`src/rtl/func_sweep.sv`:
```
// Sequential truth-table sweeper: walks every input vector of an N_IN-input function,
// samples its output after SETTLE idle cycles, and reports the table and its ones-count.
// Optional expected-table compare is enabled with FUNC_SWEEP_EXPECT_CHECK_EN.
module func_sweep #(
    parameter int N_IN   = 4,
    parameter int SETTLE = 1
) (
    input  logic                 clk,
    input  logic                 rst,
    input  logic                 start,
    output logic [N_IN-1:0]      vec,
    input  logic                 f_in,
    output logic                 busy,
    output logic                 done,
    output logic [2**N_IN-1:0]   table_out,
    output logic [N_IN:0]        ones_count
`ifdef FUNC_SWEEP_EXPECT_CHECK_EN
    ,
    input  logic [2**N_IN-1:0]   exp_table,
    output logic                 mismatch,
    output logic [N_IN-1:0]      fail_vec
`endif
);

    localparam logic [N_IN-1:0] VEC_LAST = {N_IN{1'b1}};
    localparam logic [3:0]      SETTLE_V = 4'(SETTLE);

    typedef enum logic [1:0] {
        ST_IDLE   = 2'd0,
        ST_WAIT   = 2'd1,
        ST_SAMPLE = 2'd2,
        ST_FIN    = 2'd3
    } state_t;

    state_t               state_r, state_s;
    logic [N_IN-1:0]      vec_r, vec_s;
    logic [3:0]           cnt_r, cnt_s;
    logic                 busy_r, busy_s;
    logic                 done_r, done_s;
    logic [2**N_IN-1:0]   table_r, table_s;
    logic [N_IN:0]        ones_r, ones_s;
`ifdef FUNC_SWEEP_EXPECT_CHECK_EN
    logic                 mismatch_r, mismatch_s;
    logic [N_IN-1:0]      fail_vec_r, fail_vec_s;
`endif

    // Next-state and next-output computation for the sweep sequencer
    always_comb begin
        state_s    = state_r;
        vec_s      = vec_r;
        cnt_s      = cnt_r;
        busy_s     = busy_r;
        done_s     = done_r;
        table_s    = table_r;
        ones_s     = ones_r;
`ifdef FUNC_SWEEP_EXPECT_CHECK_EN
        mismatch_s = mismatch_r;
        fail_vec_s = fail_vec_r;
`endif
        case (state_r)
            ST_IDLE: begin
                if (start) begin
                    state_s    = ST_WAIT;
                    vec_s      = '0;
                    cnt_s      = SETTLE_V;
                    table_s    = '0;
                    ones_s     = '0;
                    busy_s     = 1'b1;
`ifdef FUNC_SWEEP_EXPECT_CHECK_EN
                    mismatch_s = 1'b0;
                    fail_vec_s = '0;
`endif
                end else begin
                    state_s = ST_IDLE;
                end
            end
            ST_WAIT: begin
                if (cnt_r != 4'd0) begin
                    cnt_s = cnt_r - 4'd1;
                end else begin
                    state_s = ST_SAMPLE;
                end
            end
            ST_SAMPLE: begin
                table_s[vec_r] = f_in;
                ones_s         = ones_r + {{N_IN{1'b0}}, f_in};
`ifdef FUNC_SWEEP_EXPECT_CHECK_EN
                // Only the first mismatching vector is latched; the flag stays sticky
                if (f_in != exp_table[vec_r]) begin
                    mismatch_s = 1'b1;
                    if (!mismatch_r) begin
                        fail_vec_s = vec_r;
                    end else begin
                        fail_vec_s = fail_vec_r;
                    end
                end else begin
                    mismatch_s = mismatch_r;
                end
`endif
                if (vec_r == VEC_LAST) begin
                    state_s = ST_FIN;
                    busy_s  = 1'b0;
                    done_s  = 1'b1;
                end else begin
                    state_s = ST_WAIT;
                    vec_s   = vec_r + {{(N_IN-1){1'b0}}, 1'b1};
                    cnt_s   = SETTLE_V;
                end
            end
            ST_FIN: begin
                state_s = ST_IDLE;
                done_s  = 1'b0;
            end
            default: begin
                state_s = ST_IDLE;
                busy_s  = 1'b0;
                done_s  = 1'b0;
            end
        endcase
    end

    // State and output registers with synchronous reset
    always_ff @(posedge clk) begin
        if (rst) begin
            state_r    <= ST_IDLE;
            vec_r      <= '0;
            cnt_r      <= 4'd0;
            busy_r     <= 1'b0;
            done_r     <= 1'b0;
            table_r    <= '0;
            ones_r     <= '0;
`ifdef FUNC_SWEEP_EXPECT_CHECK_EN
            mismatch_r <= 1'b0;
            fail_vec_r <= '0;
`endif
        end else begin
            state_r    <= state_s;
            vec_r      <= vec_s;
            cnt_r      <= cnt_s;
            busy_r     <= busy_s;
            done_r     <= done_s;
            table_r    <= table_s;
            ones_r     <= ones_s;
`ifdef FUNC_SWEEP_EXPECT_CHECK_EN
            mismatch_r <= mismatch_s;
            fail_vec_r <= fail_vec_s;
`endif
        end
    end

    assign vec        = vec_r;
    assign busy       = busy_r;
    assign done       = done_r;
    assign table_out  = table_r;
    assign ones_count = ones_r;
`ifdef FUNC_SWEEP_EXPECT_CHECK_EN
    assign mismatch   = mismatch_r;
    assign fail_vec   = fail_vec_r;
`endif

endmodule

```
`config.mk`:
```
export PLATFORM = sky130hd
export DESIGN_NAME = func_sweep
export DESIGN_NICKNAME = d
export VERILOG_FILES = /design/src/rtl/func_sweep.sv
export SDC_FILE = /design/constraint.sdc
export NUM_CORES = 1
export LEC_CHECK = 0
export ABC_AREA = 1
export CAP_MARGIN = 20
export CORE_MARGIN = 2
export CORE_UTILIZATION = 56
export DETAILED_ROUTE_END_ITERATION = 7
export GPL_ROUTABILITY_DRIVEN = 0
export PLACE_DENSITY = 0.94
export SYNTH_ARGS = -nofsm -noshare
export SYNTH_HDL_FRONTEND = slang
export SYNTH_SLANG_ARGS = --single-unit
```
`constraint.sdc`:
```
create_clock -name clk -period 3.6 [get_ports clk]
set_clock_uncertainty 0.2 [all_clocks]
set_input_delay 0.54 -clock clk [delete_from_list [all_inputs] [get_ports clk]]
set_output_delay 0.54 -clock clk [all_outputs]
set_load 0.05 [all_outputs]
```
==> metrics <==
GRT Util Overall 23.0%; final instance area 2070 µm²; layout cells sized above 1 8.49%; Slew HR 64.2%; Area contributors post-synth dfxtp_1 (38%), nand2_1 (14%), a21oi_1 (8.9%), nand3_1 (6.1%), ha_1 (5.8%); first-pass GRT wire length 6140 µm; Post-Synthesis Cells 243; Ports 31; Post-Synthesis Cell Area 1730 µm²; post-synthesis register bit count 33; final cell count without fillers 304; CTS tree built; Max Freq 0.389 GHz; final hold viol count 0; Slowest cell on crit path clkdlybuf4s50_1; final core occ 69.0%; Buffers & Inverters on Critical Path 1; critical path fanouts, max 14; Final setup viols 0; PortBufs 30; clock root buffer clkbuf_4; antenna violations before repair 0; H-tree depth 2; final slew viol count 0; Routed Antenna Nets 0; commonest non-fill, non-tap cell in the layout nand2_1; static leakage 0.787 nW; area leader, netlist dfxtp_1; dpl cell area 2020 µm²; critical path arrival 1830 ps; Worst-Margin Slew 536 ps; CP Launch Type register; fin crit share 71.4%; cts hold-fix bufs 0; total design power 0.767 mW; Total Wirelength 3690 µm; vias in the first global route 1,503; global route overflow 0; Synth Net Count 255; Avg Synthesized Cell Area 7.14 µm²; Detailed Place HPWL 2550 µm; Yosys top cell area share 38.1%; clock sink total 33; Worst path top cell family by delay buffers and inverters; Post-CTS Setup Inserts 0; maximum vdd ir drop 287 µV; DRC 0; pwr/cell area 370 nW/µm²; placed insts 297; antenna fix cells 0; later-pin clock latency in the skew report 340 ps; Die ar. 3560 µm²; sequential share of the synthesized area 38.1%; area grow syn2layout 19.6%; Fin Setup TNS 0 ps; via count 1,699; nets 283; worst path required time 2860 ps; Core Region 3000 µm²; vias per cell 5.59; post_cts resized 0; Worst Hold Class register to register; outcome finished, final reports clean; clk slew on worst S/H paths 100 ps; most frequent cells in the layout nand2_1 (66), dfxtp_1 (33), a21oi_1 (31); Die X 59.7 µm; Synth warnings 0; library cells used by synthesis 25; worst-path cell chain clkdlybuf4s50_1; drt wl/cell 12.1 µm; critical path type register to primary output; max-cap viol count 0; die height 59.7 µm; CP Capture Type primary output; RSZ-0062 raised after global routing no; First-pass DRT Iterations 4; min Tclk post-route 2570 ps; Initial Util 57.7%; pin count of the biggest net entering global routing 29; slowest stage delay, CP 890 ps; DR iter-0 viols 98; clk buf depth 2; row count 20; CTS buffer count 5
-- worst paths after layout --
kind	to	slack, ps	cells after the start	startpoint
worst max-delay path	vec[2]	1030	1	vec[2]
worst min-delay path	table_out[12]	270	2	table_out[12]
worst min register to register	table_out[12]	270	2	table_out[12]
worst max register to register	cnt_r[3]	1820	8	state_r[1]
-- through the flow --
| step | hold WS [ps] | setup WS [ps] |
|---|---|---|
| after floorplan | 252 | 1720 |
| after global placement | 246 | 1450 |
| after detailed placement | 257 | 1430 |
| after CTS | 271 | 1040 |
| after global routing | 283 | 978 |
| final | 266 | 1030 |
-- Yosys cell counts --
cell type	instances
nand2_1	66
dfxtp_1	33
a21oi_1	31
nand3_1	21
inv_1	17
nor2_1	15
nand4_1	11
o21ai_0	9
ha_1	8
nand2_4	7
inv_2	5
buf_2	4
buf_4	2
buf_6	2
nor3_1	2
a21oi_2	1
buf_1	1
clkbuf_1	1
inv_4	1
nor2_2	1
nor2_4	1
o21ai_1	1
o21bai_1	1
o31ai_1	1
or2_1	1
-- power by group --
part | leakage, nW | switching (mW) | total (mW) | internal (mW)
clock | 0.0314 | 0.123 | 0.215 | 0.0921
combinational | 0.488 | 0.108 | 0.162 | 0.0540
sequential | 0.267 | 0.0124 | 0.390 | 0.377
total | 0.787 | 0.243 | 0.767 | 0.524
-- final cells by class --
cell class / instances / area, µm²
fillers: 277 / 930
multi-input cells: 177 / 920
flip-flops and latches: 33 / 661
repair buffers: 31 / 308
inverters: 23 / 88.8
clock buffers: 7 / 55.1
well taps: 33 / 41.3
-- registers in the layout (all words and copies together), names as in the netlist --
signal / cells
ones_count: 5
state_r: 2
busy: 1
done: 1
vec: 4
cnt_r: 4
table_out: 16
-- cell families after synthesis --
| logic type | after synthesis | share of synthesized area, % |
|---|---|---|
| AOI/OAI and AO/OA | 44 | 13.2 |
| and+or+nand+nor | 125 | 34.1 |
| buffers and inverters | 33 | 8.87 |
| DFF | 33 | 38.1 |
| adders and majority gates | 8 | 5.77 |
-- layer usage --
| metal | track usage [%] | up-vias | share of wire (%) |
|---|---|---|---|
| met5 | 0 | - | 0 |
| met2 | 37.3 | 68 | 47 |
| li1 | - | 854 | - |
| met4 | 11.4 | 0 | 1.5 |
| met1 | 27.4 | 769 | 44 |
| met3 | 6.93 | 8 | 8.4 |
Note: power is estimated with default switching activity, not from simulation.
